`config.mk`:
```
export PLATFORM = sky130hd
export DESIGN_NAME = calculator_ctrl
export DESIGN_NICKNAME = d
export VERILOG_FILES = /design/src/rtl/calculator_pkg.sv /design/src/rtl/calculator_ctrl_edge_detect.sv /design/src/rtl/calculator_ctrl.sv
export SDC_FILE = /design/constraint.sdc
export NUM_CORES = 1
export LEC_CHECK = 0
export ABC_AREA = 1
export BUFFER_PORTS_ARGS = -buffer_cell sky130_fd_sc_hd__buf_4
export CAP_MARGIN = 10
export CORE_MARGIN = 5
export CORE_UTILIZATION = 56
export DETAILED_ROUTE_END_ITERATION = 7
export PLACE_DENSITY = 0.83
export SLEW_MARGIN = 5
export SYNTH_ARGS = -nofsm -noshare
export SYNTH_HDL_FRONTEND = slang
export SYNTH_SLANG_ARGS = --single-unit
```
`constraint.sdc`:
```
create_clock -name clk -period 2.1 [get_ports clk]
set_input_delay 0 -clock clk [delete_from_list [all_inputs] [get_ports clk]]
set_output_delay 0 -clock clk [all_outputs]
set_load 0.02 [all_outputs]
```
`src/rtl/calculator_pkg.sv`:
```
// Shared types for the calculator sequencing controller: FSM state encoding
// (doubles as the LED state code) and the ALU opcode set.
package calculator_pkg;

  typedef enum logic [2:0] {
    ST_ENTER_A  = 3'd0,
    ST_ENTER_B  = 3'd1,
    ST_ENTER_OP = 3'd2,
    ST_BUSY     = 3'd3,
    ST_RESULT   = 3'd4,
    ST_ERROR    = 3'd5
  } state_t;

  typedef enum logic [1:0] {
    OP_ADD = 2'd0,
    OP_SUB = 2'd1,
    OP_MUL = 2'd2,
    OP_DIV = 2'd3
  } op_t;

endpackage

```
`src/rtl/calculator_ctrl_edge_detect.sv`:
```
// Rising-edge detector for a debounced, synchronized button level.
// A held button yields exactly one rise pulse.
module edge_detect (
  input  logic clk,
  input  logic reset,
  input  logic level,
  output logic rise
);

  logic prev;

  always_ff @(posedge clk or posedge reset) begin
    if (reset) prev <= 1'b0;
    else       prev <= level;
  end

  assign rise = level & ~prev;

endmodule

```
`src/rtl/calculator_ctrl.sv`:
```
// Calculator sequencing FSM: operand/opcode entry, ALU launch with timeout, result/error hold.
// Optional build macro CALC_CHAIN_EN: Enter in RESULT loads the result into operand A.
module calculator_ctrl
  import calculator_pkg::*;
#(
  parameter int WIDTH   = 8,
  parameter int TIMEOUT = 1023
) (
  input  logic             clk,
  input  logic             reset,
  input  logic             button_clr,
  input  logic             button_ent,
  input  logic [WIDTH-1:0] switches,
  input  logic [1:0]       op_sel,
  output logic             alu_start,
  output logic [WIDTH-1:0] alu_a,
  output logic [WIDTH-1:0] alu_b,
  output logic [1:0]       alu_op,
  input  logic             alu_done,
  input  logic [WIDTH-1:0] alu_result,
  input  logic             alu_err,
  output logic [WIDTH-1:0] display_value,
  output logic [2:0]       state_code,
  output logic             error
);

  localparam int CNT_W = $clog2(TIMEOUT + 1);
  localparam logic [CNT_W-1:0] CNT_LAST = CNT_W'(TIMEOUT - 1);

  state_t           state, state_d;
  logic [CNT_W-1:0] cnt, cnt_d;
  logic [WIDTH-1:0] result_q;
  logic             clr_rise, ent_rise, clr_ev, ent_ev;
  logic             load_a, load_b, load_op, load_res, clear_regs, start_d, chain_a;

  edge_detect u_clr_edge (.clk(clk), .reset(reset), .level(button_clr), .rise(clr_rise));
  edge_detect u_ent_edge (.clk(clk), .reset(reset), .level(button_ent), .rise(ent_rise));

  // Clear has priority; a simultaneous Enter is dropped.
  assign clr_ev = clr_rise;
  assign ent_ev = ent_rise & ~clr_rise;

  always_comb begin
    state_d    = state;
    cnt_d      = cnt;
    load_a     = 1'b0;
    load_b     = 1'b0;
    load_op    = 1'b0;
    load_res   = 1'b0;
    clear_regs = 1'b0;
    start_d    = 1'b0;
    chain_a    = 1'b0;
    if (clr_ev) begin
      state_d    = ST_ENTER_A;
      clear_regs = 1'b1;
      cnt_d      = '0;
    end else begin
      case (state)
        ST_ENTER_A: if (ent_ev) begin
          load_a  = 1'b1;
          state_d = ST_ENTER_B;
        end
        ST_ENTER_B: if (ent_ev) begin
          load_b  = 1'b1;
          state_d = ST_ENTER_OP;
        end
        ST_ENTER_OP: if (ent_ev) begin
          load_op = 1'b1;
          start_d = 1'b1;
          cnt_d   = '0;
          state_d = ST_BUSY;
        end
        ST_BUSY: begin
          // A done arriving on the timeout cycle still counts as completion.
          if (alu_done) begin
            if (alu_err) state_d = ST_ERROR;
            else begin
              load_res = 1'b1;
              state_d  = ST_RESULT;
            end
          end else if (cnt == CNT_LAST) begin
            state_d = ST_ERROR;
          end else begin
            cnt_d = cnt + CNT_W'(1);
          end
        end
        ST_RESULT: if (ent_ev) begin
`ifdef CALC_CHAIN_EN
          chain_a = 1'b1;
          state_d = ST_ENTER_B;
`else
          state_d = ST_ENTER_A;
`endif
        end
        ST_ERROR: state_d = ST_ERROR;
        default:  state_d = ST_ENTER_A;
      endcase
    end
  end

  always_ff @(posedge clk or posedge reset) begin
    if (reset) begin
      state     <= ST_ENTER_A;
      cnt       <= '0;
      alu_start <= 1'b0;
      alu_a     <= '0;
      alu_b     <= '0;
      alu_op    <= OP_ADD;
      result_q  <= '0;
    end else begin
      state     <= state_d;
      cnt       <= cnt_d;
      alu_start <= start_d;
      if (load_res) result_q <= alu_result;
      if (clear_regs) begin
        alu_a  <= '0;
        alu_b  <= '0;
        alu_op <= OP_ADD;
      end else begin
        if (load_a)  alu_a  <= switches;
        if (chain_a) alu_a  <= result_q;
        if (load_b)  alu_b  <= switches;
        if (load_op) alu_op <= op_sel;
      end
    end
  end

  always_comb begin
    case (state)
      ST_ENTER_A, ST_ENTER_B: display_value = switches;
      ST_ENTER_OP:            display_value = {{(WIDTH-2){1'b0}}, op_sel};
      ST_ERROR:               display_value = '1;
      default:                display_value = result_q;
    endcase
  end

  assign state_code = state;
  assign error      = (state == ST_ERROR);

endmodule

```
==> qor.yml <==
run_status:
  outcome: "complete, no violations"
sta:
  fin_crit_ns: 1.89
  fin_worst_skew_ns: 0.00738
  tightestPinTransition_ns: 0.673
  slew_headroom_pct: 54.9
  finalCritPeriodShare_pct: 89.8
  fin_setup_tns_ns: 0
  setup_viol: 0
  setup_ws_ns: 0.215
  fmax_ghz: 0.530
  hold_viol_final: 0
  rsz0062_at_grt: "no"
  maxSlewViolCount: 0
critical_path:
  ff2ff_setup_slack_ns: 0.31
  cpMaxStageDelayCell: "dfrtp_1"
  critical-path-top-delay-family: "flip-flops"
  path_class: "register to primary output"
  crit_required_ns: 2.10
  cp-start-kind: "register"
  cp_slowest_stage_delay_ns: 0.55
  path_buf_inv: 3
  end_kind: "primary output"
  cp_cell_sequence: "nand2_2, clkinv_1, nor2_2, o221ai_1, o21ai_0, inv_1, buf_4"
  critPathArrivalTime_ns: 1.89
  cp_max_fo: 15
yosys:
  synthArstFlopShare_pct: 100
  synth-seq-cells: 42
  synth_edf_count: 0
  synth_top_area_cell: "dfrtp_1"
  synthTopCellsByCount: "nand2_1 (107), inv_1 (44), dfrtp_1 (42), o21ai_0 (33), nor2_1 (28)"
  syn_avg_cell_area_um2: 7.24
  yosysMostFrequentCell: "nand2_1"
  synth.net_count: 339
  ys_warn_count: 0
  yosysTopAreaCellShare_pct: 46.4
  ys_types: 24
  synth_area_leaders: "dfrtp_1 (46%), nand2_1 (18%), inv_1 (7.3%)"
  synth_cells: 313
  seq_area_frac_synth_pct: 46.4
  syn_area_um2: 2270
  synth-main-ff-cell: "dfrtp_1"
global_route:
  track_usage_pct: 23.1
  grt_pass1_vias: 2083
  grt_max_degree: 43
  gr-total-overflow: 0
  grt_antenna_before_repair: 0
  grt_pass1_wl_um: 9600
clock_tree:
  path_clk_slew_ns: 0.08
  cts_buffers: 5
  cts_setup_buffers: 0
  ctsRootBufferMaster: "clkbuf_8"
  worstSkewPairLatency_ns: 0.30
  cts.sinks: 42
  cts-htree-levels: 2
  tritoncts: "built"
  cts_buffer_depth: 2
route:
  vias: 2188
  route.final.wire_length_um: 5530
  ant_nets: 0
  drc_errors: 0
  drt_iter0_drc: 155
  wl_per_cell_um: 12.7
  vias_per_cell: 5.04
  first_pass_iters: 4
place:
  io_buffers: 54
  dp_hpwl_um: 4130
  gp_congestion: 0.915
  pre_cts_slack_ns: 0.380
floorplan:
  start_util_pct: 57.1
  ios: 55
  die_w_um: 73.6
  rows: 23
  fp.dieH_um: 73.6
  core_area_um2: 3970
  die_area_um2: 5420
run:
  maxCapViolCount: 0
layout:
  nNetsFinal: 409
  layout-drive-gt1-share_pct: 21.1
  num_antenna_cells: 0
  area_growth_syn_to_layout_pct: 29.4
power:
  leakage_nw: 1.60
  ir_drop_v: 0.000686
  power.density_nw_per_um2: 1130
min_path:
  hold_class: "primary input to register"
layer usage:
metal | track usage [%] | part of all wire [%]
met1 | 30.8 | 43
met2 | 36.5 | 48
met3 | 5.20 | 6.4
met4 | 8.85 | 2.6
met5 | 0 | 0
cell type report:
| class | count | area (um^2) |
|---|---|---|
| flip-flops and latches | 42 | 1050 |
| fillers | 325 | 1040 |
| multi-input cells | 218 | 1010 |
| repair buffers | 67 | 533 |
| inverters | 49 | 184 |
| clock buffers | 6 | 82.6 |
| well taps | 50 | 62.6 |
| clock inverters | 2 | 12.5 |
final timing paths:
kind,start,endpoint,cells after the start
min reg2reg,result_q[5]$_DFFE_PP0P_,result_q[5]$_DFFE_PP0P_,2
min in group asynchronous,reset,u_ent_edge.prev$_DFF_PP0_,4
max reg2reg,state_code[1]$_DFFE_PP0P_,state_code[1]$_DFFE_PP0P_,8
max in group asynchronous,reset,result_q[6]$_DFFE_PP0P_,4
min,op_sel[1],alu_op[1]$_DFFE_PP0P_,3
max,state_code[1]$_DFFE_PP0P_,display_value[0],7
report_power, final:
part / total [W] / leakage [nW] / internal [W] / switching (W)
combinational: 0.00157 / 1.01 / 0.000590 / 0.000980
clock: 0.000558 / 0.0472 / 0.000264 / 0.000293
sequential: 0.00118 / 0.547 / 0.00100 / 0.000179
flip-flops by register name (all words and copies together) (netlist names):
register / flops
result_q: 8
u_clr_edge.prev: 1
alu_op: 2
cnt: 10
alu_start: 1
alu_b: 8
state_code: 3
u_ent_edge.prev: 1
alu_a: 8
cell usage in the layout (no fill, tap or decap), drive strengths merged, types with 6 or more instances in the layout:
| cell | count |
|---|---|
| clkbuf | 6 |
| dfrtp | 42 |
| nand3 | 28 |
| buf | 55 |
| o21ai | 34 |
| inv | 48 |
| nor2 | 31 |
| nand2 | 114 |
| dlygate4sd3 | 12 |
worst min-delay path: cells and delay by family:
| family | cells | cell delay (ns) |
|---|---|---|
| AOI/OAI and AO/OA | 1 | 0.09 |
| buffers and inverters | 2 | 0.17 |
cells by family after synthesis:
| family | after synthesis | synth area share [%] |
|---|---|---|
| XOR/XNOR | 1 | 0.387 |
| buffers and inverters | 53 | 9.28 |
| adder cells (fa/ha/maj) | 2 | 1.10 |
| AO/OA/AOI/OAI | 40 | 10.2 |
| AND/OR/NAND/NOR | 175 | 32.7 |
| flip-flops | 42 | 46.4 |
through the flow:
| stage | util (%) | power, W | hold WS (ns) | area, um^2 | std cells |
|---|---|---|---|---|---|
| 2_1_floorplan | - | 0.00214 | 0.0314 | 2270 | 313 |
| 6_report | 73.9 | 0.00331 | 0.00298 | 2930 | 434 |
| 3_3_place_gp | 68.4 | 0.00270 | 0.118 | 2720 | 414 |
| 4_1_cts | 73.8 | 0.00332 | 0.00535 | 2930 | 434 |
| 5_1_grt | 73.9 | 0.00355 | 0.0204 | 2930 | 434 |
| 3_5_place_dp | 68.4 | 0.00275 | 0.121 | 2720 | 414 |
timing repair:
item,4_1_cts,5_1_grt
hold buffers,12,0
gates resized for setup,0,1
hold endpoints to repair,53,0
endpoints found under the setup margin,0,2
(Power assumes the default switching activity.)
